<file path="src/rtl/sysid_pkg.sv">
// Shared definitions for the extended system-ID slave: word map, CTRL bits
// and the CAPS word layout.
package sysid_pkg;

  localparam logic [2:0] ADDR_ID        = 3'd0;
  localparam logic [2:0] ADDR_TIMESTAMP = 3'd1;
  localparam logic [2:0] ADDR_CAPS      = 3'd2;
  localparam logic [2:0] ADDR_CTRL      = 3'd3;
  localparam logic [2:0] ADDR_UPTIME_LO = 3'd4;
  localparam logic [2:0] ADDR_UPTIME_HI = 3'd5;
  localparam logic [2:0] ADDR_SCRATCH   = 3'd6;
  localparam logic [2:0] ADDR_USER      = 3'd7;

  localparam int CTRL_CNT_EN  = 0;
  localparam int CTRL_CNT_CLR = 1;

  typedef struct packed {
    logic [7:0]  rsvd;
    logic [7:0]  rd_latency;
    logic [15:0] version;
  } caps_t;

  function automatic caps_t caps_word(input logic [15:0] version, input logic [7:0] rd_latency);
    caps_t c;
    c.rsvd       = 8'd0;
    c.rd_latency = rd_latency;
    c.version    = version;
    return c;
  endfunction

endpackage

</file>
<file path="src/rtl/sysid_rd_pipe.sv">
// Fixed-depth {valid, data} shift register carrying read responses; flushed
// by reset so reads in flight never surface.
module sysid_rd_pipe #(
  parameter int DEPTH = 1
) (
  input  logic        clock,
  input  logic        reset,
  input  logic        load,
  input  logic [31:0] load_data,
  output logic        valid,
  output logic [31:0] data
);

  logic [DEPTH-1:0] vld;
  logic [31:0]      dat [DEPTH];

  always_ff @(posedge clock or posedge reset) begin
    if (reset) begin
      vld <= '0;
      for (int i = 0; i < DEPTH; i++) dat[i] <= '0;
    end else begin
      vld[0] <= load;
      // idle slots carry zero so readdata stays 0 outside a valid pulse
      dat[0] <= load ? load_data : 32'd0;
      for (int i = 1; i < DEPTH; i++) begin
        vld[i] <= vld[i-1];
        dat[i] <= dat[i-1];
      end
    end
  end

  assign valid = vld[DEPTH-1];
  assign data  = dat[DEPTH-1];

endmodule

</file>
<file path="src/rtl/soc_system_sysid_ext.sv">
// Extended system-ID Avalon-MM slave: ID, timestamp, caps, control, 64-bit
// uptime with coherent high-word snapshot, scratch and synchronised user status.
module soc_system_sysid_ext
  import sysid_pkg::*;
#(
  parameter logic [31:0] SYSID_ID        = 32'h0000_0000,
  parameter logic [31:0] SYSID_TIMESTAMP = 32'h0000_0000,
  parameter logic [15:0] VERSION         = 16'h0002,
  parameter int          READ_LATENCY    = 1,
  parameter logic [31:0] SCRATCH_RESET   = 32'h0000_0000
) (
  input  logic        clock,
  input  logic        reset,
  input  logic [2:0]  address,
  input  logic        read,
  input  logic        write,
  input  logic [31:0] writedata,
  input  logic [3:0]  byteenable,
  output logic [31:0] readdata,
  output logic        readdatavalid,
  input  logic [31:0] user_status
);

  caps_t       caps;
  logic        cnt_en;
  logic        cnt_clr;
  logic        wr_ctrl;
  logic [63:0] uptime;
  logic [63:0] uptime_nxt;
  logic [31:0] uptime_hi_shadow;
  logic [31:0] scratch;
  logic [31:0] user_meta;
  logic [31:0] user_sync;
  logic [31:0] rdata_mux;

  assign caps    = caps_word(VERSION, 8'(READ_LATENCY));
  assign wr_ctrl = write && (address == ADDR_CTRL) && byteenable[0];
  assign cnt_clr = wr_ctrl && writedata[CTRL_CNT_CLR];

  // clear has priority over the increment of the same cycle
  always_comb begin
    uptime_nxt = uptime;
    if (cnt_clr)     uptime_nxt = 64'd0;
    else if (cnt_en) uptime_nxt = uptime + 64'd1;
  end

  always_ff @(posedge clock or posedge reset) begin
    if (reset) begin
      uptime <= 64'd0;
      cnt_en <= 1'b1;
    end else begin
      uptime <= uptime_nxt;
      if (wr_ctrl) cnt_en <= writedata[CTRL_CNT_EN];
    end
  end

  // the snapshot uses the pre-clear/pre-increment value seen by the LO read
  always_ff @(posedge clock or posedge reset) begin
    if (reset)                                 uptime_hi_shadow <= 32'd0;
    else if (read && address == ADDR_UPTIME_LO) uptime_hi_shadow <= uptime[63:32];
  end

  always_ff @(posedge clock or posedge reset) begin
    if (reset) begin
      scratch <= SCRATCH_RESET;
    end else if (write && address == ADDR_SCRATCH) begin
      for (int b = 0; b < 4; b++)
        if (byteenable[b]) scratch[b*8 +: 8] <= writedata[b*8 +: 8];
    end
  end

  always_ff @(posedge clock or posedge reset) begin
    if (reset) begin
      user_meta <= 32'd0;
      user_sync <= 32'd0;
    end else begin
      user_meta <= user_status;
      user_sync <= user_meta;
    end
  end

  always_comb begin
    rdata_mux = 32'd0;
    case (address)
      ADDR_ID:        rdata_mux = SYSID_ID;
      ADDR_TIMESTAMP: rdata_mux = SYSID_TIMESTAMP;
      ADDR_CAPS:      rdata_mux = caps;
      ADDR_CTRL:      rdata_mux = 32'(cnt_en);
      ADDR_UPTIME_LO: rdata_mux = uptime[31:0];
      ADDR_UPTIME_HI: rdata_mux = uptime_hi_shadow;
      ADDR_SCRATCH:   rdata_mux = scratch;
      ADDR_USER:      rdata_mux = user_sync;
      default:        rdata_mux = 32'd0;
    endcase
  end

  sysid_rd_pipe #(
    .DEPTH(READ_LATENCY)
  ) u_rd_pipe (
    .clock     (clock),
    .reset     (reset),
    .load      (read),
    .load_data (rdata_mux),
    .valid     (readdatavalid),
    .data      (readdata)
  );

endmodule
</file>
<file path="config.mk">
export PLATFORM = sky130hd
export DESIGN_NAME = soc_system_sysid_ext
export DESIGN_NICKNAME = d
export VERILOG_FILES = /design/src/rtl/sysid_pkg.sv /design/src/rtl/sysid_rd_pipe.sv /design/src/rtl/soc_system_sysid_ext.sv
export SDC_FILE = /design/constraint.sdc
export NUM_CORES = 1
export LEC_CHECK = 0
export ABC_AREA = 0
export BUFFER_PORTS_ARGS = -buffer_cell sky130_fd_sc_hd__buf_2
export CAP_MARGIN = 20
export CORE_ASPECT_RATIO = 0.5
export CORE_MARGIN = 3
export CORE_UTILIZATION = 50
export CTS_BUF_LIST = sky130_fd_sc_hd__clkbuf_2 sky130_fd_sc_hd__clkbuf_4 sky130_fd_sc_hd__clkbuf_8
export DETAILED_ROUTE_END_ITERATION = 12
export GPL_ROUTABILITY_DRIVEN = 0
export MAX_ROUTING_LAYER = met4
export PLACE_DENSITY = 0.7
export RECOVER_POWER = 50
export SLEW_MARGIN = 20
export SYNTH_ARGS = -nofsm -noshare
export SYNTH_HDL_FRONTEND = slang
export SYNTH_SLANG_ARGS = --single-unit
</file>
<file path="constraint.sdc">
create_clock -name clock -period 10.85 [get_ports clock]
set_clock_uncertainty 0.05 [all_clocks]
set_input_delay 2.7125 -clock clock [delete_from_list [all_inputs] [get_ports clock]]
set_output_delay 2.7125 -clock clock [all_outputs]
set_load 0.005 [all_outputs]
</file>
[Yosys cells after proc, flatten, opt, wreduce, memory -nomap -nowiden]
Index checks and enable logic that the tools add are counted.
Storage, ports and cells
  register bits: 226
  output and inout port bits: 33
  logic and storage cells: 35
Operators by class
  add/sub/neg operators: 1
  equality and inequality tests: 7
  muxes and demuxes: 4
  reductions and logical operators: 12
Operators by type and width (count)
  case mux 32 bit (7 select lines): 1
  2-to-1 mux 64 bit: 2
  adder 64 x 1 -> 64 bit, second input constant: 1
  2-to-1 mux 32 bit: 1
  == test 3 bit, second input constant: 4
  AND reduction 2 bit: 4
  == test 3 x 2 -> 1 bit, second input constant: 2
  logical AND 1 bit: 5
  == test 3 x 1 -> 1 bit, second input constant: 1
  zero test 3 bit: 1
  nonzero test 2 bit: 1
  OR reduction 2 bit: 1

[Depth between registers and ports, before layout]
Gate-level depths: netlist of run 1.
  word-level depth: 5
  mapped depth: 7
  gate-level depth less buffers: 6

[By module]
Synthesis of run 1 repeated with hierarchy kept, for this count alone.
Unflattened totals
  cell total of the unflattened synthesis: 761
  area, all modules: 9146.3 µm²
Modules (own cells, without submodules)
  soc_system_sysid_ext: instances 1, cells an instance 692, area an instance 8061.5 µm², seq. area each 4830.9 µm²
  sysid_rd_pipe: instances 1, cells an instance 69, area an instance 1084.8 µm², seq. area each 825.8 µm²

[Worst setup path before layout of run 1]
OpenSTA, ideal clock, no wires.
  kind: input -> register
  from: in address[0]
  to: reg uptime[0]
  data arrival time: 4.234 ns
  required time: 10.668 ns
  path slack: 6.434 ns
  stages on the path: 6
  path buffers: 3
  path through: clkbuf_1 -> nand2_1 -> nor4_2 -> clkbuf_1 -> buf_1 -> nor2_1
On the way
  cells in the longest elaborated chain, start to end: 5
  elaborated cells on any way between the ends: 6
Ends and longest elaborated chain
  from (decl): RTL line soc_system_sysid_ext.sv:14  | input logic [2:0] address,
  == test 3 x 2 -> 1 bit *: RTL line soc_system_sysid_ext.sv:37  | assign wr_ctrl = write && (address == ADDR_CTRL) && byteenable[0];
  logical AND 1 bit * (2 in series): RTL line soc_system_sysid_ext.sv:37
  logical AND 1 bit *: RTL line soc_system_sysid_ext.sv:38  | assign cnt_clr = wr_ctrl && writedata[CTRL_CNT_CLR];
  2-to-1 mux 64 bit or nonzero test 2 bit (tied branches)
  to (signal assigned): RTL line soc_system_sysid_ext.sv:52  | uptime <= uptime_nxt;
  to (decl): RTL line soc_system_sysid_ext.sv:28  | logic [63:0] uptime;
Mark *: on every way between the ends. The rest lies on a longest branch, timed or not.
A chain may end at the register's enable or synchronous reset.

[Final worst setup path of run 1]
  from: in address[1]
  to: reg uptime[50]
Same word-level chain as after synthesis.

==> run summary, run 1 <==
Final nets - 942
PwrDens - 204 nW/µm²
fmax - 171 MHz
Die H - 101 µm
crit end category - flip-flop
Worst EP arrival - 6.24 ns
kind of critical path - in -> reg
Fillers - 1446
largest cells by area after synthesis - dfrtp_1 62%, mux2_2 8.3%, a22oi_1 4.9%
FF+latch area - 5660 µm²
critical path's slowest cell - clkbuf_1
routed via count - 6655
Hold Path Depth - 0
max cap viols - 1
Post-synth EDFFs - 0
worst-margin pin slew - 2.99 ns
drt drc - 0
VDD IR max - 117 µV
setup bufs post-CTS - 0
Async S/R FF share, synth - 100%
RSZ-0062 raised after global routing - false
detailed-route vias per instance - 5.90
worst-path maximum fanout - 64
Synth warnings - 0
area of the multi-input gates - 3250 µm²
Synth Instances - 753
Final TNS setup - 0 ns
CTS resizes - 0
capturing point of the worst reg2reg path - uptime[51]
CP startpoint - address[1]
worst-path cell chain - clkbuf_1 > nand2_1 > nor4_4 > clkbuf_1 > or4_1 > nand2_1
Tcrit/Tclk final - 53.9%
status - finished with violations
initial antenna violation count - 3
worst skew pair latency - 0.57 ns
Most used DFF post-synth - dfrtp_1
Leak Pwr - 4.50 nW
Yosys cell types - 42
post-route insts no fill - 1128
Slew HR - -99.5%
# clock sinks - 226
Critical Path RT - 11.24 ns
Worst R2R Setup Slack - 7.77 ns
first-pass GRT wire length - 35.3 mm
area of the core - 17600 µm²
clock slew at reported path FFs - 0.07 ns
vias in the first global route - 6521
Reg2Reg Depth - 5
top-area cell type share of the netlist area - 62.0%
Setup crit end - uptime[50]
worst min path class - reg -> reg
die width - 197 µm
CTS Buffer Depth - 3
largest net degree at the start of global routing - 144
Crit path max-delay family - buffers and inverters
failing checks - max-capacitance violations, max-slew violations
Root Driver - clkbuf_8
Pre-Repair DR Iteration Count - 6
Area Growth Syn to Fin - 15.9%
routed wire length - 21.9 mm
clock buffer count from CTS - 31
remaining antenna violation count after routing - 0
register area share after synthesis - 62.3%
final hold violations - 0
CTS tree - done
number of stages on the worst setup path - 6
share of layout cells above drive strength 1 - 28.5%
PnR worst setup slack - 5.00 ns
PortBufs - 107
Final setup viols - 0
syn avg cell area - 12.1 µm²
hpwl dp - 14.8 mm
syn nets - 829
grt total ovfl - 0
post-route minimum period - 5.85 ns
H-tree level count - 1
DR WL/cell - 19.4 µm
cell row count - 34
Mapped Area - 9080 µm²
FF+latch count, synth - 226
slowest stage delay, CP - 2.13 ns
hold buffers post-CTS - 0
IO Count - 108
Startpoint Class - input port
Initial Util - 51.7%
Buf/Inv on CP - 2
DR iter-0 viols - 724
Global Route Usage Sum - 23.0%
die area - 19900 µm²
area leader, netlist - dfrtp_1
reg-to-reg startpoint - cnt_en
placed cell count - 1067
Place WS - 5.79 ns
Final Max Slew Viols - 65
registers in the layout, summed over array words and instances, names as in the netlist:
| name | flops |
|---|---|
| scratch | 32 |
| user_meta | 32 |
| uptime | 64 |
| uptime_hi_shadow | 32 |
| user_sync | 32 |
| u_rd_pipe.data | 32 |
| u_rd_pipe.valid | 1 |
| cnt_en | 1 |
synthesized netlist by cell type, drive strengths merged, types with 2 or more instances:
cell type  count
o21ai         20
nand3         27
dfrtp        225
buf            8
inv           10
nor2b          3
and3           6
mux2i          2
nand4         36
xnor2         11
mux2          67
a21oi         56
or4           16
or3           15
nand2         40
a22oi         59
o31ai         11
o211ai         2
and2           3
nor2          57
nor3           9
clkbuf        28
nor4           9
xor2          22
and4           2
cell type report:
cell class | instances | share of cell area [%]
Inverter | 10 | 0.428
Multi-Input combinational cell | 480 | 30.8
Clock inverter | 10 | 0.535
Antenna cell | 3 | 0.0713
Clock buffer | 48 | 5.86
Sequential cell | 226 | 53.7
Timing Repair Buffer | 117 | 5.76
Tap cell | 234 | 2.78
through the flow:
step	hold slack [ns]	power [mW]	cell area (µm²)	utilization (%)
2_1_floorplan	0.281	1.35	9080	-
6_report	0.297	2.15	10500	59.9
4_1_cts	0.299	2.16	10500	59.9
3_3_place_gp	0.282	1.45	9850	56.1
3_5_place_dp	0.285	1.47	9850	56.1
5_1_grt	0.303	2.26	10500	59.9
where the power goes:
part	switching [mW]	internal [mW]
clock	0.323	0.365
sequential	0.167	1.01
combinational	0.141	0.146
worst min-delay path by stage:
| stage | startpoint | end |
|---|---|---|
| after detailed placement | user_meta[15] | user_sync[15] |
| after global placement | user_meta[5] | user_sync[5] |
| final | user_meta[9] | user_sync[9] |
| after floorplan | user_meta[0] | user_sync[0] |
| after CTS | user_meta[9] | user_sync[9] |
| after global routing | user_meta[17] | user_sync[17] |
worst reg2reg max path, cell delays in order (launching register included):
cell and delay, ns:
dfstp_2 0.72, nand3_1 0.22, nor4_2 0.62, nand4_1 0.42, or4_2 0.74, a21oi_1 0.18
cells by family (layout without fill, tap and decap cells):
logic type	count (synthesis)	count (layout)	share of synthesized area, %
compound gates	151	151	10.4
xor+xnor	33	33	3.18
fa+ha+maj	1	1	0.138
buf+inv	47	185	2.19
simple gates	226	226	13.3
flops	226	226	62.3
mux	69	69	8.53
other cells	0	3	0
placed cells by master, fill, tap and decap left out, types with 22 or more instances in the layout:
cell type	instances
xor2_1	22
nand4_1	35
a22oi_1	59
a21oi_1	56
dfrtp_1	225
nor2_1	55
nand3_1	27
nand2_1	40
buf_2	104
mux2_2	67
clkbuf_8	41
layer usage:
| metal | vias up | wire length, µm | global-route usage, % | part of all wire [%] |
|---|---|---|---|---|
| met2 | 279 | 9240 | 32.4 | 42 |
| met3 | 30 | 1810 | 5.18 | 8.3 |
| met4 | 0 | 269 | 4.21 | 1.2 |
| li1 | 2986 | - | - | - |
| met1 | 3360 | 10600 | 34.7 | 48 |
| met5 | - | 0 | - | 0 |
Note: power is estimated with default switching activity, not from simulation.
==> run 2: changes to the inputs <==
clock period = 6 ns   (was 10.85 ns; I/O delays follow)
==> run summary, run 2 (same netlist as run 1, synthesis figures left out) <==
initial antenna violation count - 2
hpwl dp - 14.8 mm
Tcrit/Tclk final - 55.6%
worst min path class - reg -> reg
first-pass GRT wire length - 34.9 mm
Final TNS setup - 0 ns
status - complete, no violations
fmax - 300 MHz
die width - 197 µm
clock buffer count from CTS - 31
Hold Path Sink - user_sync[3]
VDD IR max - 203 µV
CTS resizes - 0
Final Max Slew Viols - 0
setup bufs post-CTS - 0
Die H - 101 µm
PortBufs - 107
slowest stage delay, CP - 0.49 ns
Global Route Usage Sum - 23.1%
CTS tree - done
worst-margin pin slew - 0.997 ns
Worst R2R Setup Slack - 2.84 ns
max reg flops - 64
Pre-Repair DR Iteration Count - 5
detailed-route vias per instance - 5.86
kind of critical path - in -> reg
Area Growth Syn to Fin - 16.4%
Startpoint Class - input port
Initial Util - 51.7%
Hold Path Depth - 0
Leak Pwr - 4.51 nW
routed wire length - 21.9 mm
post-route minimum period - 3.34 ns
drt drc - 0
capturing point of the worst reg2reg path - uptime[58]
reg-to-reg startpoint - uptime[38]
DR WL/cell - 19.5 µm
worst skew pair latency - 0.60 ns
hold buffers post-CTS - 0
Final nets - 943
most common cell after layout, fill and taps aside - dfrtp_1
Final setup viols - 0
final hold violations - 0
max cap viols - 0
Hold Crit Start - user_meta[3]
DR iter-0 viols - 705
PwrDens - 377 nW/µm²
H-tree level count - 1
area of the core - 17600 µm²
Reg2Reg Depth - 5
cell row count - 34
Core Util, Final - 60.2%
critical path's slowest cell - clkbuf_1
Worst EP arrival - 3.75 ns
Root Driver - clkbuf_8
remaining antenna violation count after routing - 0
die area - 19900 µm²
most frequent cells in the layout - 225 x dfrtp_1, 105 x buf_2, 67 x mux2_2
clock slew at reported path FFs - 0.07 ns
Slew HR - 33.5%
grt total ovfl - 0
worst-path cell chain - clkbuf_1 > inv_1 > nor2_2 > buf_4 > nand3_1 > mux2_2
routed via count - 6581
vias in the first global route - 6406
# clock sinks - 226
worst-path maximum fanout - 29
CTS Buffer Depth - 3
share of layout cells above drive strength 1 - 28.4%
most flop-heavy register - uptime
crit end category - flip-flop
RSZ-0062 raised after global routing - false
IO Count - 108
Critical Path RT - 6.41 ns
largest net degree at the start of global routing - 145
-- run 2: cell count changes in the layout (fill, tap and decap cells not counted) --
| cell | delta |
|---|---|
| buf_12 | +1 |
| buf_2 | +1 |
| buf_4 | +2 |
| buf_6 | -1 |
| bufinv_16 | +3 |
| clkbuf_1 | -2 |
| clkbuf_4 | +1 |
| clkbuf_8 | -2 |
| clkinv_2 | -7 |
| clkinvlp_2 | +1 |
| diode_2 | -1 |
| inv_8 | -1 |
-- run 2: power breakdown --
part	total, mW	internal [mW]	switching (mW)	leakage, nW
Combinational	0.522	0.265	0.256	1.42
Sequential	2.12	1.82	0.304	2.72
Clock	1.34	0.762	0.578	0.373
Total	3.99	2.85	1.14	4.51
-- run 2: area by class of cell --
type / count / area [µm²]
Fill cell: 1457 / 6990
Sequential cell: 226 / 5660
Inverter: 10 / 38.8
Clock inverter: 6 / 111
Timing Repair Buffer: 118 / 628
Multi-Input combinational cell: 480 / 3250
Antenna cell: 2 / 5.00
Tap cell: 234 / 293
Clock buffer: 47 / 597
-- run 2: worst max-delay path by stage --
| stage | to | from | slack, ns | cells past startpoint |
|---|---|---|---|---|
| floorplan | scratch[0] | reset | 1.50 | 1 |
| global placement | scratch[21] | address[1] | 2.56 | 6 |
| detailed placement | scratch[22] | address[1] | 2.41 | 6 |
| CTS | uptime[58] | uptime[37] | 3.00 | 5 |
| global route | scratch[23] | address[1] | 2.49 | 6 |
| finish | scratch[23] | address[1] | 2.66 | 6 |
-- run 2: worst max-delay path, delay by kind of cell --
kind / cells / cell delay, ns
muxes: 1 / 0.43
buffers and inverters: 3 / 1.07
and+or+nand+nor: 2 / 0.73
-- run 2: layer usage --
metal	track usage [%]	vias to the layer above	share of wire [%]
met5	-	-	0
met4	4.98	0	1.4
met3	5.55	37	7.7
met2	31.6	261	42
met1	34.9	3314	48
li1	-	2969	-
-- run 2: metrics by stage --
| stage | area, µm² | power (mW) | hold WS [ns] | instances | setup WS [ns] |
|---|---|---|---|---|---|
| 5_1_grt | 10600 | 4.18 | 0.307 | 1123 | 2.49 |
| 2_1_floorplan | 9090 | 2.44 | 0.281 | 753 | 1.50 |
| 3_5_place_dp | 9870 | 2.66 | 0.285 | 1068 | 2.41 |
| 4_1_cts | 10600 | 4.01 | 0.298 | 1121 | 3.00 |
| 3_3_place_gp | 9870 | 2.63 | 0.281 | 1068 | 2.56 |
| 6_report | 10600 | 3.99 | 0.292 | 1123 | 2.66 |
